**src/rtl/ysyx_23060201_ifu.sv**
```systemverilog
// Multicycle instruction fetch unit: REQ/WAIT memory handshake, HOLD for the IDU, EXEC for dnpc.
// Optional perf counters (fetch_cnt, stall_cnt) are enabled by YSYX_23060201_IFU_PERF_EN.
module ysyx_23060201_ifu #(
  parameter logic [31:0] RESET_PC = 32'h8000_0000
) (
  input  logic        clk,
  input  logic        rst,
  output logic        mem_req_valid,
  input  logic        mem_req_ready,
  output logic [31:0] mem_raddr,
  input  logic        mem_rsp_valid,
  input  logic [31:0] mem_rsp_data,
  output logic        inst_valid,
  input  logic        inst_ready,
  output logic [31:0] inst,
  output logic [31:0] pc,
  input  logic        dnpc_valid,
  input  logic [31:0] dnpc
`ifdef YSYX_23060201_IFU_PERF_EN
  ,
  output logic [63:0] fetch_cnt,
  output logic [63:0] stall_cnt
`endif
);

  localparam logic [31:0] PcMask      = 32'hFFFF_FFFC;
  localparam logic [31:0] ResetPcAlgn = RESET_PC & PcMask;

  typedef enum logic [2:0] {
    StIdle,
    StReq,
    StWait,
    StHold,
    StExec
  } state_e;

  state_e      state_q, state_d;
  logic [31:0] pc_q, pc_d;
  logic [31:0] inst_q, inst_d;

  always_comb begin
    state_d = state_q;
    pc_d    = pc_q;
    inst_d  = inst_q;
    unique case (state_q)
      StIdle: state_d = StReq;
      StReq: begin
        if (mem_req_ready) state_d = StWait;
      end
      StWait: begin
        if (mem_rsp_valid) begin
          inst_d  = mem_rsp_data;
          state_d = StHold;
        end
      end
      StHold: begin
        if (inst_ready) begin
          if (dnpc_valid) begin
            pc_d    = dnpc & PcMask;
            state_d = StReq;
          end else begin
            state_d = StExec;
          end
        end
      end
      StExec: begin
        if (dnpc_valid) begin
          pc_d    = dnpc & PcMask;
          state_d = StReq;
        end
      end
      default: state_d = StIdle;
    endcase
  end

  always_ff @(posedge clk or negedge rst) begin
    if (!rst) begin
      state_q <= StIdle;
      pc_q    <= ResetPcAlgn;
      inst_q  <= 32'h0;
    end else begin
      state_q <= state_d;
      pc_q    <= pc_d;
      inst_q  <= inst_d;
    end
  end

  // Handshake outputs are decoded from state only, so no input reaches an output combinationally.
  assign mem_req_valid = (state_q == StReq);
  assign inst_valid    = (state_q == StHold);
  assign mem_raddr     = pc_q;
  assign pc            = pc_q;
  assign inst          = inst_q;

`ifdef YSYX_23060201_IFU_PERF_EN
  logic [63:0] fetch_cnt_q, fetch_cnt_d;
  logic [63:0] stall_cnt_q, stall_cnt_d;

  always_comb begin
    fetch_cnt_d = fetch_cnt_q;
    stall_cnt_d = stall_cnt_q;
    if (inst_valid && inst_ready) fetch_cnt_d = fetch_cnt_q + 64'd1;
    if (((state_q == StReq) && !mem_req_ready) || ((state_q == StWait) && !mem_rsp_valid)) begin
      stall_cnt_d = stall_cnt_q + 64'd1;
    end
  end

  always_ff @(posedge clk or negedge rst) begin
    if (!rst) begin
      fetch_cnt_q <= 64'd0;
      stall_cnt_q <= 64'd0;
    end else begin
      fetch_cnt_q <= fetch_cnt_d;
      stall_cnt_q <= stall_cnt_d;
    end
  end

  assign fetch_cnt = fetch_cnt_q;
  assign stall_cnt = stall_cnt_q;
`endif

endmodule

```
**config.mk**
```make
export PLATFORM = sky130hd
export DESIGN_NAME = ysyx_23060201_ifu
export DESIGN_NICKNAME = d
export VERILOG_FILES = /design/src/rtl/ysyx_23060201_ifu.sv
export SDC_FILE = /design/constraint.sdc
export NUM_CORES = 1
export LEC_CHECK = 0
export ABC_AREA = 0
export BUFFER_PORTS_ARGS = -buffer_cell sky130_fd_sc_hd__buf_2
export CAP_MARGIN = 20
export CORE_MARGIN = 2
export CORE_UTILIZATION = 30
export CTS_CLUSTER_SIZE = 28
export DETAILED_ROUTE_END_ITERATION = 6
export PLACE_DENSITY = 0.66
export REMOVE_ABC_BUFFERS = 1
export SLEW_MARGIN = 0
export SYNTH_ARGS = -nofsm -noshare
export SYNTH_HDL_FRONTEND = slang
export SYNTH_SLANG_ARGS = --single-unit
```
**constraint.sdc**
```tcl
create_clock -name clk -period 1.8 [get_ports clk]
set_clock_uncertainty 0.15 [all_clocks]
set_input_delay 0.18 -clock clk [delete_from_list [all_inputs] [get_ports clk]]
set_output_delay 0.18 -clock clk [all_outputs]
set_load 0.01 [all_outputs]
```
==> results_dict.tcl <==
set metrics [dict create \
    yosysUniqueCellTypes 21 \
    hold_class "input port to register" \
    avgSynthCellArea_sq_um 16.14 \
    antenna_cells 0 \
    whs_path_depth 3 \
    instances_no_fill 533 \
    grt_setup_unrepaired "false" \
    synth_adder_area_share 0 \
    synthFlopType "dfrtp_1" \
    worstPathRequired_ns 1.87 \
    gp_congestion 0.6895 \
    maxSlewViolCount 0 \
    rows 36 \
    cpLargestDelayFamily "buffers and inverters" \
    critPathMaxStageDelay_ns 0.54 \
    clockBufferDepth 2 \
    max-vdd-ir-drop_uv 686.9 \
    clockRootBuffer "clkbuf_8" \
    clk_pin_slew_ns 0.07 \
    die_area_sq_mm 0.01093 \
    cts_tree "yes" \
    cap_violations 0 \
    fmax_mhz 577.9 \
    cts_buffers 9 \
    synthTopCellsByArea "dfrtp_1, mux2_4, buf_4" \
    cp_cell_sequence "dlygate4sd3_1, buf_2, and4b_4, o21ai_4, buf_12, mux2_4" \
    critPathLaunchType "input port" \
    antenna_left 0 \
    track_usage 0.1366 \
    yosys_warnings 0 \
    critPathArrivalTime_ns 1.80 \
    synth_top_area_share 0.5278 \
    cts.repair.resized 0 \
    portBuffers 161 \
    initial_utilization 0.3104 \
    post_cts_buffers 0 \
    end_kind "register" \
    r2r-end "mem_raddr[24]" \
    drc 0 \
    fp.dieH_um 104.6 \
    r2r_cells 4 \
    synthesis.area_sq_mm 0.003034 \
    cts-hold-fix-buffers 65 \
    cp-endpoint "mem_raddr[24]" \
    grt_max_degree 34 \
    vias 2183 \
    post-route-period-util 0.9613 \
    setup_viol 0 \
    synth_xor_area_frac 0 \
    path_depth 6 \
    placed_area_sq_mm 0.003781 \
    area_growth_pct 52.54 \
    timing.rr.start "state_q[0]" \
    syn_inst 188 \
    htreeDepth 3 \
    place_hpwl_mm 4.430 \
    synth_top_family_by_area "multiplexers" \
    startpoint "inst_ready" \
    first_pass_iters 4 \
    fin_ws_ns 0.06973 \
    io_pins 168 \
    avgRoutedWirePerCell_um 13.82 \
    viasPerCell 4.096 \
    overflow 0 \
    yosys.area_share.simple 0.02845 \
    synth_area_leader_cell "dfrtp_1" \
    clk_latency_ns 0.33 \
    drt-total-wl_mm 7.367 \
    synth_common_cells "dfrtp_1, mux2_4, buf_4" \
    grt_pass1_vias 2353 \
    synth_compound_area_frac 0.01691 \
    cp_slowest_cell "dlygate4sd3_1" \
    synth_edf_count 0 \
    hold_viol 0 \
    total_power_uw 7507 \
    status "finished clean" \
    antenna_found_initial 0 \
    grt_pass1_wl_mm 11.76 \
    yosysSeqAreaShare 0.5365 \
    async_flop_share 1.000 \
    core-area_sq_mm 0.009774 \
    path_max_fanout 30 \
    worst-path-buf-inv 3 \
    fin_util 0.4735 \
    path_class "input port to register" \
    stdcell_area_sq_mm 0.004628 \
    die_w_um 104.6 \
    drt_iter0_drc 89 \
    yosysMostFrequentCell "dfrtp_1" \
    synthMuxAreaShare 0.3043 \
    drive_gt1_frac 0.6325 \
    power.density_mw_per_mm2 1622 \
    fin_crit_ns 1.730 \
    leakage_uw 0.002420 \
    ys_ff_latch 65 \
    dp_cells 452 \
    num-nets-final 465 \
    dp_slack_ns 0.1158 \
    r2r_slack_ns 0.10 \
    cts_sinks 65 \
]
## cells in the final DEF (no fill, tap or decap), types with 2 or more instances in the layout
cell type	Yosys	routed
buf_2	2	161
dlygate4sd3_1	0	65
dfrtp_1	64	64
mux2_4	60	60
clkbuf_8	0	10
buf_4	34	8
conb_1	1	4
and3b_1	3	2
nor2b_1	2	2
a21oi_1	2	2
nor2_1	2	2
mux2_2	2	2
clkinv_2	0	2
clkinvlp_4	0	2
buf_12	0	2
## routing by layer
layer	vias to the layer above	GRT usage	wire length [um]
met5	-	0	0
met4	0	0.06564	149
met3	13	0.04866	619
met2	121	0.2213	3652
met1	1033	0.1609	2946
li1	1016	-	-
## cell type report
class	count	area, sq um
Timing Repair Buffer	236	1556
Tap cell	133	166.4
Sequential cell	65	1628
Clock inverter	5	55.05
Fill cell	877	5146
Multi-Input combinational cell	82	1077
Inverter	1	3.754
Clock buffer	11	141.4
## report_power, final
part | internal [uW] | switching [uW] | total [uW] | leakage [uW]
registers | 2210 | 521 | 2730 | 0.000774
clock network | 673 | 550 | 1220 | 0.0000953
logic | 2070 | 1480 | 3550 | 0.00155
## kinds of logic (layout without fill, tap and decap cells)
kind of cell           after synthesis  after routing
muxes                               62             62
and+or+nand+nor                     10             10
DFF                                 65             65
other                                1              4
AOI/OAI and AO/OA                    6              6
buffers and inverters               44            253
## worst min-delay path by stage
stage                  start         end
3_5_place_dp             rst    inst[18]
6_report       mem_req_ready  state_q[1]
3_3_place_gp             rst    inst[29]
2_1_floorplan            rst     inst[0]
5_1_grt        mem_req_ready  state_q[1]
4_1_cts        mem_req_ready  state_q[1]
## stage by stage
step / hold slack [ns] / TNS, ns
final: 0.04155 / 0
after global routing: 0.03210 / 0
after global placement: 0.07979 / 0
after CTS: 0.006977 / 0
after detailed placement: 0.09154 / 0
after floorplan: -0.2656 / -30.03
## worst reg2reg max path: cells and delay by family (launching register included)
| kind | cells | cell delay [ns] |
|---|---|---|
| multiplexers | 1 | 0.36 |
| buffers and inverters | 1 | 0.25 |
| AO/OA/AOI/OAI | 1 | 0.14 |
| AND/OR/NAND/NOR | 1 | 0.25 |
| flip-flops | 1 | 0.44 |
## sequential cells by signal (all words and copies together), names as in the netlist
register	count
mem_raddr	30
inst	32
state_q	3
Note: power is estimated with default switching activity, not from simulation.
